File: src/rtl/uart_pkg.sv
// Shared UART definitions: frame state encoding, data width and default line timing.
package uart_pkg;

  localparam int unsigned DATA_BITS    = 8;
  localparam int unsigned DEF_CLK_FREQ = 50_000_000;
  localparam int unsigned DEF_BAUD     = 9600;

  typedef enum logic [2:0] {
    IDLE,
    START,
    DATA,
    PARITY,
    STOP
  } state_t;

endpackage

File: src/rtl/uart_baud_gen.sv
// Bit-period counter: bit_tick pulses on the last cycle of each BIT_DIV-cycle period.
module uart_baud_gen
  import uart_pkg::*;
#(
  parameter int unsigned BIT_DIV = DEF_CLK_FREQ / DEF_BAUD
) (
  input  logic sclk,
  input  logic reset,
  input  logic clear,
  output logic bit_tick
);

  localparam int unsigned CNT_W = ($clog2(BIT_DIV) > 13) ? $clog2(BIT_DIV) : 13;
  localparam logic [CNT_W-1:0] LAST = CNT_W'(BIT_DIV - 1);

  logic [CNT_W-1:0] count;

  assign bit_tick = (count == LAST);

  always_ff @(posedge sclk or negedge reset) begin
    if (!reset) begin
      count <= '0;
    end else if (clear || bit_tick) begin
      count <= '0;
    end else begin
      count <= count + CNT_W'(1);
    end
  end

endmodule

File: src/rtl/uart_tx.sv
// UART transmitter, 8N1 by default; define UART_TX_PARITY_EN to insert an even-parity bit.
module uart_tx
  import uart_pkg::*;
#(
  parameter int unsigned CLK_FREQ = DEF_CLK_FREQ,
  parameter int unsigned BAUD     = DEF_BAUD
) (
  input  logic       sclk,
  input  logic       reset,
  input  logic [7:0] tx_data,
  input  logic       tx_trig,
  output logic       RS232_tx
);

  localparam int unsigned BIT_DIV = CLK_FREQ / BAUD;
  localparam int unsigned IDX_W   = $clog2(DATA_BITS);

  state_t                 state, state_next;
  logic [DATA_BITS-1:0]   shreg;
  logic [IDX_W-1:0]       bit_idx;
  logic                   bit_tick;
  logic                   start_frame;
  logic                   tx_next;

  uart_baud_gen #(
    .BIT_DIV(BIT_DIV)
  ) u_baud_gen (
    .sclk    (sclk),
    .reset   (reset),
    .clear   (start_frame),
    .bit_tick(bit_tick)
  );

  always_comb begin
    state_next  = state;
    start_frame = 1'b0;
    tx_next     = 1'b1;
    case (state)
      IDLE: begin
        if (tx_trig) begin
          start_frame = 1'b1;
          state_next  = START;
        end
      end
      START: begin
        tx_next = 1'b0;
        if (bit_tick) state_next = DATA;
      end
      DATA: begin
        tx_next = shreg[0];
        if (bit_tick && (bit_idx == IDX_W'(DATA_BITS - 1))) begin
`ifdef UART_TX_PARITY_EN
          state_next = PARITY;
`else
          state_next = STOP;
`endif
        end
      end
`ifdef UART_TX_PARITY_EN
      // The shift register rotates, so after eight bits it holds the latched byte again.
      PARITY: begin
        tx_next = ^shreg;
        if (bit_tick) state_next = STOP;
      end
`endif
      STOP: begin
        if (bit_tick) state_next = IDLE;
      end
      default: state_next = IDLE;
    endcase
  end

  always_ff @(posedge sclk or negedge reset) begin
    if (!reset) begin
      state    <= IDLE;
      RS232_tx <= 1'b1;
      shreg    <= '0;
      bit_idx  <= '0;
    end else begin
      state    <= state_next;
      RS232_tx <= tx_next;
      if (start_frame) begin
        shreg   <= tx_data;
        bit_idx <= '0;
      end else if ((state == DATA) && bit_tick) begin
        shreg   <= {shreg[0], shreg[DATA_BITS-1:1]};
        bit_idx <= bit_idx + IDX_W'(1);
      end
    end
  end

endmodule

File: config.mk
export PLATFORM = sky130hd
export DESIGN_NAME = uart_tx
export DESIGN_NICKNAME = d
export VERILOG_FILES = /design/src/rtl/uart_pkg.sv /design/src/rtl/uart_baud_gen.sv /design/src/rtl/uart_tx.sv
export SDC_FILE = /design/constraint.sdc
export NUM_CORES = 1
export LEC_CHECK = 0
export BUFFER_PORTS_ARGS = -buffer_cell sky130_fd_sc_hd__buf_2
export CAP_MARGIN = 0
export CORE_MARGIN = 1
export CORE_UTILIZATION = 35
export DETAILED_ROUTE_END_ITERATION = 10
export GPL_TIMING_DRIVEN = 1
export PLACE_DENSITY_LB_ADDON = 0.05
export SYNTH_ARGS = -nofsm -noshare
export SYNTH_HDL_FRONTEND = slang
export SYNTH_SLANG_ARGS = --single-unit
File: constraint.sdc
create_clock -name sclk -period 2.85 [get_ports sclk]
set_input_delay 0.4275 -clock sclk [delete_from_list [all_inputs] [get_ports sclk]]
set_output_delay 0.4275 -clock sclk [all_outputs]
set_load 0.01 [all_outputs]
==> results.sh, run 1 <==
export IMPL_antenna_found_initial=0
export IMPL_r2r_end="shreg[5]"
export IMPL_power_density_mw_per_mm2=529
export IMPL_drcViolationCount=0
export IMPL_route_final_wire_length_mm=2.26
export IMPL_netlist_area_leader_share_pct=50.4
export IMPL_maxCapViolCount=0
export IMPL_drt_first_iter_violations=19
export IMPL_cp_start_kind="register"
export IMPL_cts_hold_buffers_added=0
export IMPL_reg2regPathDepth=4
export IMPL_power_total_mw=0.792
export IMPL_post_synth_arst_share_pct=100
export IMPL_cell_with_the_largest_stage_delay_on_the_worst_path="sky130_fd_sc_hd__or4b_4"
export IMPL_netlist_top_cells_area="sky130_fd_sc_hd__dfrtp_1 (50%), sky130_fd_sc_hd__nor2_1 (7.6%), sky130_fd_sc_hd__mux2i_1 (7.5%)"
export IMPL_dp_worst_setup_slack_ns=0.836
export IMPL_antenna_violating_nets_post_route=0
export IMPL_cts_made_buffers=3
export IMPL_stdcell_count=189
export IMPL_cts_root_buffer="sky130_fd_sc_hd__clkbuf_8"
export IMPL_clock_sink_count=28
export IMPL_netlist_cell_type_count=29
export IMPL_timing_hold_ws_ns=0.160
export IMPL_die_width_um=63.9
export IMPL_grt_start_max_net_pins=29
export IMPL_period_minus_slack_ns=2.01
export IMPL_finalSetupViolations=0
export IMPL_holdCritPathClass="in2async"
export IMPL_route_detailed_vias_per_inst=4.70
export IMPL_worst_path_most_repeated_cell="sky130_fd_sc_hd__or4b_4"
export IMPL_clkSlewWorstSetupHoldPaths_ns=0.09
export IMPL_fin_worst_skew_ns=0.00185
export IMPL_result_of_the_run="completed"
export IMPL_area_delta_synth_final_pct=11.8
export IMPL_tritoncts="yes"
export IMPL_synth_nets=142
export IMPL_post_place_cells=185
export IMPL_layout_core_utilization_pct=40.9
export IMPL_floorplan_core_area_mm2=0.00366
export IMPL_maximum_vdd_drop_uv=255
export IMPL_die_area_mm2=0.00408
export IMPL_fraction_of_final_layout_cells_with_drive_strength_greater_than_1_pct=13.5
export IMPL_timing_critical_path_required_ns=3.00
export IMPL_worstPathCellList="or4b_4 -> or4b_4 -> mux2i_1 -> a21oi_1"
export IMPL_worstPathMaxFanout=11
export IMPL_end_kind="register"
export IMPL_floorplan_initialDensity_pct=36.6
export IMPL_io_pin_count=12
export IMPL_yosys_register_bits=28
export IMPL_cpPeakStageDelay_ns=0.62
export IMPL_post_route_cell_area_mm2=0.00150
export IMPL_seq_area_frac_synth_pct=52.4
export IMPL_timing_setup_tns_ns=0
export IMPL_die_height_um=63.9
export IMPL_placed_area_mm2=0.00144
export IMPL_postCtsResizedCells=0
export IMPL_rsz0062_at_grt="false"
export IMPL_worst_setup_path_type="reg2reg"
export IMPL_final_setup_margin_ns=0.839
export IMPL_cts_path_max_buffers=2
export IMPL_worst_skew_pair_late_latency_ns=0.26
export IMPL_cts_max_level=1
export IMPL_synth_top_flop_cell="sky130_fd_sc_hd__dfrtp_1"
export IMPL_timing_rr_start="u_baud_gen.count[5]"
export IMPL_timing_worst_slew_pin_value_ns=0.763
export IMPL_synth_enable_flop_cells=0
export IMPL_dr_pass1_iters=3
export IMPL_synth_yosys_warnings=0
export IMPL_tot_gr_track_use_pct=12.9
export IMPL_power_static_leakage_nw=0.659
export IMPL_drt_wirelength_per_cell_um=12.0
export IMPL_ys_top_cells_by_count="sky130_fd_sc_hd__dfrtp_1 (27), sky130_fd_sc_hd__nor2_1 (27), sky130_fd_sc_hd__mux2i_1 (10)"
export IMPL_post_synth_cell_area_avg_um2=10.5
export IMPL_place_hpwl_mm=1.63
export IMPL_count_of_port_buffers_added_during_placement=11
export IMPL_final_max_slew_viol_count=0
export IMPL_finalHoldViolCount=0
export IMPL_timing_fmax_mhz=497
export IMPL_timing_reg2reg_setup_slack_ns=0.84
export IMPL_synthesis_instances=128
export IMPL_worstPathArrival_ns=2.16
export IMPL_gp_congestion=0.778
export IMPL_grt_first_pass_wirelength_mm=4.06
export IMPL_final_net_count=156
export IMPL_num_antenna_cells=0
export IMPL_final_period_utilization_pct=70.6
export IMPL_grt_pass1_vias=900
export IMPL_num_vias=889
export IMPL_mappedNetlistArea_mm2=0.00134
export IMPL_yosys_area_top_type="sky130_fd_sc_hd__dfrtp_1"
export IMPL_max_slew_margin_pct=48.4
export IMPL_rows=22
export IMPL_grt_overflow_total=0
export IMPL_cts_setup_buffers=0
cells by family after synthesis:
kind of cell | Yosys count | synth area share (%)
AOI/OAI and AO/OA | 12 | 4.95
and+or+nand+nor | 57 | 22.2
adders and majority gates | 3 | 2.80
DFF | 28 | 52.4
xor gates and xnor gates | 12 | 7.84
buffers and inverters | 6 | 2.33
muxes | 10 | 7.47
worst max path at each step:
stage               end           startpoint  cells past startpoint
6_report       shreg[5]  u_baud_gen.count[5]                      4
5_1_grt        shreg[5]  u_baud_gen.count[5]                      4
4_1_cts        shreg[5]  u_baud_gen.count[5]                      4
3_5_place_dp   shreg[5]  u_baud_gen.count[5]                      4
3_3_place_gp   shreg[5]  u_baud_gen.count[5]                      4
2_1_floorplan  shreg[0]  u_baud_gen.count[5]                      5
flip-flops by register name (all words and copies together), names as in the netlist:
name	flops
state	3
bit_idx	3
RS232_tx	1
u_baud_gen.count	13
shreg	8
critical path: cells and delay by family (launching register included):
kind,cells,cell delay [ns]
AOI/OAI and AO/OA,1,0.08
and+or+nand+nor,2,1.18
muxes,1,0.19
DFF,1,0.44
where the power goes:
group	internal, mW	leakage [nW]	switching (mW)
sequential	0.430	0.319	0.0422
combinational	0.0394	0.311	0.0398
clock	0.123	0.0288	0.117
total	0.593	0.659	0.199
layout by cell type (no fill, tap or decap), drive strengths merged, types with 3 or more instances in the layout:
| cell type | Yosys | layout |
|---|---|---|
| nor2 | 27 | 27 |
| dfrtp | 27 | 27 |
| buf | 2 | 12 |
| mux2i | 10 | 10 |
| xnor2 | 9 | 9 |
| a21oi | 9 | 9 |
| nand2 | 6 | 6 |
| nand3 | 4 | 4 |
| clkbuf | 1 | 4 |
| nor4 | 3 | 3 |
| nor3 | 3 | 3 |
| inv | 3 | 3 |
| xor2 | 3 | 3 |
| ha | 3 | 3 |
cell type report:
type / instances / area (um^2)
Inverter: 3 / 11.3
Multi-Input combinational cell: 94 / 607
Clock buffer: 4 / 55.1
Fill cell: 380 / 2160
Tap cell: 48 / 60.1
Sequential cell: 28 / 702
Timing Repair Buffer: 12 / 62.6
routing by layer:
| layer | GRT usage, % | vias up | share of wire, % |
|---|---|---|---|
| met3 | 2.14 | 2 | 2.1 |
| met1 | 16.7 | 416 | 51 |
| met2 | 21.7 | 7 | 46 |
| met5 | 0 | - | 0 |
| met4 | 4.26 | 0 | 1.0 |
| li1 | - | 464 | - |
(Power assumes the default switching activity.)
==> run 2, diff against run 1 <==
clock period = 2 ns   (was 2.85 ns; I/O delays follow)
==> run 2 against run 1 <==
Worst setup slack got worse by 0.80 ns. Critical path depth unchanged. Cell count up 4.2%. Power increased by 52%. Clock power is 47% higher. Cell area grew 5.4%. Sequential power up 38%. Core utilization is 2.2 points higher. Die area is the same. Register-to-register slack worse by 0.80 ns. Worst hold slack lost 0.12 ns.
==> results.sh, run 2 (synthesis results as in run 1) <==
export IMPL_result_of_the_run="completed"
export IMPL_die_area_mm2=0.00408
export IMPL_top_regs="u_baud_gen.count x13, shreg x8"
export IMPL_path_delay_family="simple AND/OR/NAND/NOR gates"
export IMPL_dr_pass1_iters=4
export IMPL_gp_congestion=0.754
export IMPL_timing_worst_slew_pin_value_ns=0.648
export IMPL_route_detailed_vias_per_inst=4.93
export IMPL_cell_with_the_largest_stage_delay_on_the_worst_path="sky130_fd_sc_hd__or4b_4"
export IMPL_count_of_port_buffers_added_during_placement=11
export IMPL_power_density_mw_per_mm2=762
export IMPL_cp_num_buf_inv=0
export IMPL_num_antenna_cells=0
export IMPL_route_final_wire_length_mm=2.60
export IMPL_maxCapViolCount=0
export IMPL_worstPathArrival_ns=2.13
export IMPL_grt_start_max_net_pins=29
export IMPL_holdCritPathClass="in2async"
export IMPL_tritoncts="yes"
export IMPL_area_delta_synth_final_pct=17.8
export IMPL_final_max_slew_viol_count=0
export IMPL_drt_wirelength_per_cell_um=13.2
export IMPL_clock_sink_count=28
export IMPL_layout_core_utilization_pct=43.1
export IMPL_power_static_leakage_nw=0.698
export IMPL_place_hpwl_mm=1.75
export IMPL_io_pin_count=12
export IMPL_grt_overflow_total=0
export IMPL_cp_start_kind="register"
export IMPL_num_vias=972
export IMPL_die_width_um=63.9
export IMPL_timing_critical_path_from="u_baud_gen.count[3]"
export IMPL_grt_first_pass_wirelength_mm=4.62
export IMPL_reg2regPathDepth=4
export IMPL_timing_rr_start="u_baud_gen.count[3]"
export IMPL_detailroute_wirelength_met3_um=77
export IMPL_max_slew_margin_pct=56.8
export IMPL_worst_setup_path_type="reg2reg"
export IMPL_grt_pass1_vias=998
export IMPL_timing_setup_tns_ns=0
export IMPL_wl_met1_mm=1.21
export IMPL_post_place_cells=190
export IMPL_end_kind="register"
export IMPL_cts_max_level=1
export IMPL_final_net_count=164
export IMPL_timing_fmax_mhz=510
export IMPL_cpPeakStageDelay_ns=0.62
export IMPL_highest_metal_layer_with_signal_wires="met4"
export IMPL_finalHoldViolCount=0
export IMPL_die_height_um=63.9
export IMPL_worst_path_most_repeated_cell="sky130_fd_sc_hd__or4b_4"
export IMPL_dp_worst_setup_slack_ns=0.0460
export IMPL_drcViolationCount=0
export IMPL_dr_wl_met2_mm=1.26
export IMPL_final_setup_margin_ns=0.0405
export IMPL_timing_hold_ws_ns=0.0371
export IMPL_final_period_utilization_pct=98.0
export IMPL_fraction_of_final_layout_cells_with_drive_strength_greater_than_1_pct=18.8
export IMPL_worst_skew_pair_late_latency_ns=0.28
export IMPL_stdcell_count=197
export IMPL_tot_gr_track_use_pct=14.9
export IMPL_floorplan_initialDensity_pct=36.6
export IMPL_cts_made_buffers=3
export IMPL_largest_reg_flops=13
export IMPL_largest_reg_by_ff_count="u_baud_gen.count"
export IMPL_floorplan_core_area_mm2=0.00366
export IMPL_clkSlewWorstSetupHoldPaths_ns=0.09
export IMPL_rsz0062_at_grt="true"
export IMPL_worstPathCellList="or4b_4 -> or4b_4 -> mux2i_1 -> a21oi_1"
export IMPL_timing_critical_path_required_ns=2.17
export IMPL_worstPathMaxFanout=6
export IMPL_antenna_violating_nets_post_route=0
export IMPL_antenna_found_initial=0
export IMPL_maximum_vdd_drop_uv=392
export IMPL_cp_depth=4
export IMPL_cts_path_max_buffers=2
export IMPL_drt_first_iter_violations=23
export IMPL_most_frequent_cells_in_the_layout="sky130_fd_sc_hd__nor2_1 (27), sky130_fd_sc_hd__dfrtp_1 (27), sky130_fd_sc_hd__buf_2 (11), sky130_fd_sc_hd__mux2i_1 (10)"
export IMPL_fin_worst_skew_ns=0.00345
export IMPL_cts_root_buffer="sky130_fd_sc_hd__clkbuf_8"
export IMPL_finalSetupViolations=0
export IMPL_period_minus_slack_ns=1.96
export IMPL_rows=22
==> run 2: final cells by class <==
type / count / area [um^2]
clock buffer: 4 / 55.1
fill: 382 / 2080
inverter: 3 / 11.3
multi-input combinational: 95 / 623
sequential: 28 / 702
tap: 48 / 60.1
timing repair buffer: 19 / 128
==> run 2: layer usage <==
layer / vias to the layer above / global-route usage (%)
li1: 483 / -
met5: - / 0
met1: 473 / 19.0
met3: 6 / 3.04
met4: 0 / 7.67
met2: 10 / 23.8
==> run 2: stage by stage <==
step                      power [mW]  instance area, um^2
after global placement         0.828                 1490
after global routing            1.28                 1580
after floorplan                0.753                 1340
after CTS                       1.19                 1550
after detailed placement       0.831                 1490
final                           1.20                 1580
==> run 2: timing repair <==
item / 4_1_cts / 5_1_grt
buffers inserted: 0 / 2
gates resized for setup: 0 / 2
hold buffers: 0 / 0
setup endpoints to repair: 0 / 9
==> run 2: worst paths after layout <==
check | endpoint | slack [ns]
hold / removal | state[2] | 0.04
min in group sclk | shreg[4] | 0.27
hold reg to reg | u_baud_gen.count[0] | 0.46
max in group asynchronous | shreg[4] | 1.55
setup reg to reg | shreg[6] | 0.04
setup / recovery | shreg[6] | 0.04
==> run 2: power breakdown <==
part / leakage, nW / internal (mW) / switching (mW)
combinational: 0.350 / 0.107 / 0.0910
sequential: 0.319 / 0.613 / 0.0390
clock: 0.0288 / 0.177 / 0.176
